## config.mk

```make
export PLATFORM = sky130hd
export DESIGN_NAME = pot_smoother_flat
export DESIGN_NICKNAME = d
export VERILOG_FILES = /design/src/rtl/pot_smoother_if.sv /design/src/rtl/pot_smoother.sv /design/src/flat_wrapper.sv
export SDC_FILE = /design/constraint.sdc
export NUM_CORES = 1
export LEC_CHECK = 0
export BUFFER_PORTS_ARGS = -buffer_cell sky130_fd_sc_hd__clkbuf_2
export CAP_MARGIN = 30
export CORE_MARGIN = 8
export CORE_UTILIZATION = 45
export DETAILED_ROUTE_END_ITERATION = 8
export PLACE_DENSITY = 0.69
export SYNTH_ARGS = -nofsm -noshare
export SYNTH_HDL_FRONTEND = slang
export SYNTH_SLANG_ARGS = --single-unit
```

## constraint.sdc

```tcl
create_clock -name clk -period 5.1 [get_ports clk]
set_input_delay 0 -clock clk [delete_from_list [all_inputs] [get_ports clk]]
set_output_delay 0 -clock clk [all_outputs]
set_load 0.01 [all_outputs]
```

## src/rtl/pot_smoother_if.sv

```systemverilog
// pot_smoother_if: pot ADC sample bus and smoothed-word output bundle
interface pot_smoother_if #(parameter int N = 10) ();
  logic                pot_valid;
  logic [1:0][N-1:0]   pot_adc;
  logic                filt_type;
  logic [N-1:0]        pot_word;
  logic                word_valid;
  modport master (output pot_valid, pot_adc, filt_type, input pot_word, word_valid);
  modport slave (input pot_valid, pot_adc, filt_type, output pot_word, word_valid);
endinterface

```

## src/rtl/pot_smoother.sv

```systemverilog
// pot_smoother: block-averages pot ADC samples and publishes a word on change (POT_SMOOTHER_HYST_EN enables hysteresis)
module pot_smoother #(
  parameter int N        = 10,
  parameter int AVG_LOG2 = 3,
  parameter int HYST     = 4
) (
  input logic            clk,
  input logic            reset_n,
  pot_smoother_if.slave  bus
);
  typedef enum logic {FILL, EVAL} state_t;
  state_t                state_q;
  logic [2:0]            sync_q;
  logic                  ft_q, force_q, wv_q;
  logic [N-1:0]          word_q, avg_q, avg_d, sample;
  logic [N+AVG_LOG2-1:0] acc_q, acc_d, sum;
  logic [AVG_LOG2-1:0]   cnt_q, cnt_d;
  logic                  rise, change, accept, last, upd;
`ifdef POT_SMOOTHER_HYST_EN
  logic [N:0]            mag;
`endif
  // sample selection, edge detect, restart on channel change, block accumulation
  always_comb begin
    sample = bus.pot_adc[bus.filt_type];
    rise   = sync_q[1] & ~sync_q[2];
    change = bus.filt_type != ft_q;
    accept = rise & ~change;
    last   = accept & (&cnt_q);
    sum    = acc_q + (N+AVG_LOG2)'(sample);
    avg_d  = N'(sum >> AVG_LOG2);
    acc_d  = accept ? (last ? '0 : sum) : acc_q;
    cnt_d  = accept ? cnt_q + 1'b1 : cnt_q;
`ifdef POT_SMOOTHER_HYST_EN
    mag    = (avg_q >= word_q) ? {1'b0, avg_q} - {1'b0, word_q} : {1'b0, word_q} - {1'b0, avg_q};
    upd    = force_q | (mag >= (N+1)'(HYST));
`else
    upd    = 1'b1;
`endif
  end
  // synchroniser, FILL/EVAL controller and registered outputs
  always_ff @(posedge clk or negedge reset_n) begin
    if (!reset_n) begin
      sync_q  <= '0;
      ft_q    <= 1'b0;
      force_q <= 1'b1;
      wv_q    <= 1'b0;
      word_q  <= '0;
      avg_q   <= '0;
      acc_q   <= '0;
      cnt_q   <= '0;
      state_q <= FILL;
    end else begin
      sync_q <= {sync_q[1:0], bus.pot_valid};
      ft_q   <= bus.filt_type;
      wv_q   <= 1'b0;
      if (change) begin
        acc_q   <= '0;
        cnt_q   <= '0;
        state_q <= FILL;
        force_q <= 1'b1;
      end else begin
        acc_q   <= acc_d;
        cnt_q   <= cnt_d;
        state_q <= last ? EVAL : FILL;
        if (last) avg_q <= avg_d;
        if (state_q == EVAL && upd) begin
          word_q  <= avg_q;
          wv_q    <= 1'b1;
          force_q <= 1'b0;
        end
      end
    end
  end
  assign bus.pot_word   = word_q;
  assign bus.word_valid = wv_q;
endmodule

```

## src/flat_wrapper.sv

```systemverilog
// flat-port wrapper written by rule: the top's interface ports become plain ports
module pot_smoother_flat 
#(
  parameter int N        = 10,
  parameter int AVG_LOG2 = 3,
  parameter int HYST     = 4
)
  (clk, reset_n, bus_pot_valid, bus_pot_adc, bus_filt_type, bus_pot_word, bus_word_valid);
  pot_smoother_if #(.N(N)) bus_i ();
  input logic clk;
  input logic reset_n;
  input wire logic [$bits(bus_i.pot_valid)-1:0] bus_pot_valid;
  input wire logic [$bits(bus_i.pot_adc)-1:0] bus_pot_adc;
  input wire logic [$bits(bus_i.filt_type)-1:0] bus_filt_type;
  output wire logic [$bits(bus_i.pot_word)-1:0] bus_pot_word;
  output wire logic [$bits(bus_i.word_valid)-1:0] bus_word_valid;
  assign bus_i.pot_valid = bus_pot_valid;
  assign bus_i.pot_adc = bus_pot_adc;
  assign bus_i.filt_type = bus_filt_type;
  assign bus_pot_word = bus_i.pot_word;
  assign bus_word_valid = bus_i.word_valid;
  pot_smoother #(.N(N), .AVG_LOG2(AVG_LOG2), .HYST(HYST)) u_core (.clk(clk), .reset_n(reset_n), .bus(bus_i));
endmodule
```

==> summary.md <==
| Metric | Value |
|---|---|
| Outcome | finished clean |
| Clock Path Buffers | 2 |
| Synth cell types | 50 |
| Setup bufs post-CTS | 0 |
| Synthesized flop and latch total | between 40 and 50 |
| Max Slew Vio Count | 0 |
| Count of cells resized by post-cts repair | 0 |
| Largest net degree at the start of global routing | 25 |
| First-pass GRT wire length | 8230 µm |
| Met3 routed WL | between 150 and 200 µm |
| Core box area | 5040 µm² |
| DR vias | around 1700 |
| GRT Total Usage | 13.4% |
| Worst vdd ir | between 0.15 and 0.2 mV |
| WP depth | 8 |
| Skew-Pair Late Insertion Delay | 0.29 ns |
| Async set-reset flop share out of synthesis | 100% |
| Metal2 WL | 2220 µm |
| Post-layout utilization of the core | 53.3% |
| Share of layout cells above drive strength 1 | a little under a third |
| Final std cells w/o fill | 315 |
| TritonCTS Buffers | 5 |
| # setup viols final | 0 |
| Worst hold path class | in -> reg |
| Hpwl dp | 3580 µm |
| DRT iter0 DRCs | 77 |
| RSZ-0062 raised after global routing | no |
| Metal-1 WL | approximately 2400 µm |
| Critical Path Max Stage Delay | approximately 0.37 ns |
| Register area share after synthesis | 45.4% |
| Routed WL | 4820 µm |
| Reg2reg path depth | 8 |
| Clock sink count | 42 |
| Slew at the pin closest to its max-slew limit | 1.04 ns |
| Startpoint types | register |
| Hold Crit Depth | 1 |
| RePlAce Congestion | roughly 0.91 |
| Clock Tree Root | clkbuf_8 |
| CTS tree | done |
| Post-DR vias/cell | 5.35 |
| Synthesized area per cell | 11.1 µm² |
| Input/output buffers | 34 |
| Die width | 87.7 µm |
| Initial antenna violation count | 0 |
| Synth Warn # | 0 |
| Total negative setup slack | 0 ns |
| Inst Count DP | between 300 and 400 |
| Top FF cell, synth | dfrtp_1 |
| Final #Nets | about 280 |
| Clock skew | 0.00939 ns |
| Critical path buffer and inverter count | 1 |
| CP Capture Type | register |
| Post-route cell area | 2690 µm² |
| Initial Utilization | 45.9% |
| Area Overhead vs Synth | 16.1% |
| DRT Pass-1 Iters | 4 |
| Gate Count Post-Synth | 209 |
| Syn Std Cell Area | about 2300 µm² |
| I/O pins | 35 |
| Top routing layer used | met4 |
| DRC Markers | 0 |
| Post-CTS Hold Buffers | 2 |
| Syn Nets | 246 |
| WL/cell | around 15 µm |
| Fin crit share | 41.7% |
| Via count of the first global-routing pass | 1771 |
| Die area | 7690 µm² |
| Die H | about 88 µm |
| Final hold vios | 0 |
| Crit path arrival time | 2.32 ns |
| Fmax | 470 MHz |
| P_leak | between 1 and 1.5 nW |
| Worst-path cell chain | ha_1, inv_1, fa_1, nand2b_2, a21oi_2, o211ai_1, and3_1, o31ai_1 |
| Crit Path Category | reg -> reg |
| Number of synthesized flops with an enable pin | 0 |
| Pwr dens | 283 nW/µm² |
| CTS clk-pin slew, worst paths | 0.08 ns |
| Max-Cap Viols | 0 |
| Diode count | 0 |
| CP max stage cell | dfrtp_1 |
| Post-layout min period | roughly 2.1 ns |
| Crit path required time | 5.30 ns |
| Total gr overflow | 0 |
| Worst slew margin | 30.6% |
| Top delay family on crit path | compound AO/OA/AOI/OAI gates |
| Max Fanout on Critical Path | 4 |
| DP Area | 2560 µm² |
| Rows | 26 |
| # H-tree levels | 2 |
| Post-route ant nets | 0 |
## cells in the mapped netlist (2+ instances only)
| cell | count | area [µm²] |
|---|---|---|
| dfrtp_1 | 42 | 1050 |
| mux2_2 | 22 | 248 |
| nand2_1 | 18 | 67.6 |
| ha_1 | 12 | 150 |
| nor2_1 | 10 | 37.5 |
| a21oi_1 | 7 | 35.0 |
| nand3_1 | 7 | 35.0 |
| a22o_1 | 6 | 52.6 |
| buf_2 | 5 | 25.0 |
| inv_1 | 5 | 18.8 |
| o21ai_0 | 5 | 25.0 |
| xnor2_1 | 5 | 43.8 |
| a21o_1 | 4 | 30.0 |
| and2_1 | 4 | 25.0 |
| mux2i_1 | 4 | 40.0 |
| o211ai_1 | 4 | 30.0 |
| xor2_1 | 4 | 35.0 |
| a211o_1 | 3 | 26.3 |
| and3_1 | 3 | 18.8 |
| o31ai_1 | 3 | 22.5 |
| a31oi_1 | 2 | 12.5 |
| a32o_1 | 2 | 20.0 |
| clkbuf_1 | 2 | 7.51 |
| nand2b_1 | 2 | 12.5 |
| nand4_1 | 2 | 12.5 |
| or3_1 | 2 | 12.5 |
## logic make-up after synthesis
family,share of synthesized area (%)
AO/OA/AOI/OAI,16.6
XOR/XNOR,3.41
adder cells (fa/ha/maj),7.35
buffers and inverters,2.76
flip-flops,45.4
multiplexers,12.4
AND/OR/NAND/NOR,12.1
## layer usage
layer	GRT usage [%]	vias up
met3	2.53	4
li1	-	828
met1	17.8	822
met2	21.7	31
met5	0	-
met4	3.28	0
## area by class of cell
| type | count | area [µm²] |
|---|---|---|
| inverter | 6 | 22.5 |
| multi-input combinational | 152 | 1200 |
| fill | 482 | 2350 |
| clock buffer | 5 | 68.8 |
| sequential | 42 | 1050 |
| timing repair buffer | 37 | 218 |
| tap | 70 | 87.6 |
| clock inverter | 3 | 40.0 |
## layout by cell type, fill, tap and decap left out, types with 4 or more instances in the layout
cell / instances
ha_1: 12
mux2_2: 22
nand3_1: 7
nand2_1: 18
a21oi_1: 7
and2_1: 4
nor2_1: 10
dfrtp_1: 42
a21o_1: 4
inv_1: 5
xnor2_1: 5
a22o_1: 6
o211ai_1: 4
clkbuf_8: 5
xor2_1: 4
clkbuf_2: 34
mux2i_1: 4
o21ai_0: 5
## through the flow
stage	total power (W)	worst slack [ns]	hold slack [ns]
detailed placement	0.000506	2.75	-0.00832
CTS	0.000767	2.96	0.0746
floorplan	0.000465	2.87	-0.296
finish	0.000761	2.97	0.0628
global route	0.000798	2.77	0.0902
global placement	0.000500	2.82	0.108
## where the power goes
part / internal, W / switching (W)
clock: 0.000144 / 0.000114
sequential: 0.000345 / 0.00000822
combinational: 0.0000645 / 0.0000857
## worst paths after layout
kind / end / slack [ns] / from
max: u_core.avg_q[7] / 2.97 / u_core.acc_q[0]
min: u_core.ft_q / 0.06 / bus_filt_type
max reg2reg: u_core.avg_q[7] / 2.97 / u_core.acc_q[0]
min reg2reg: u_core.sync_q[1] / 0.36 / u_core.sync_q[0]
max in group asynchronous: u_core.acc_q[7] / 4.41 / reset_n
min in group asynchronous: u_core.acc_q[0] / 0.20 / reset_n
## sequential cells by signal (all words and copies together) (netlist names)
register               cells
u_core.avg_q              10
u_core.sync_q              3
u_core.bus.pot_word       10
u_core.acc_q              13
u_core.cnt_q               3
u_core.ft_q                1
u_core.state_q             1
u_core.bus.word_valid      1
No activity file was read; power rests on OpenSTA's default activity.
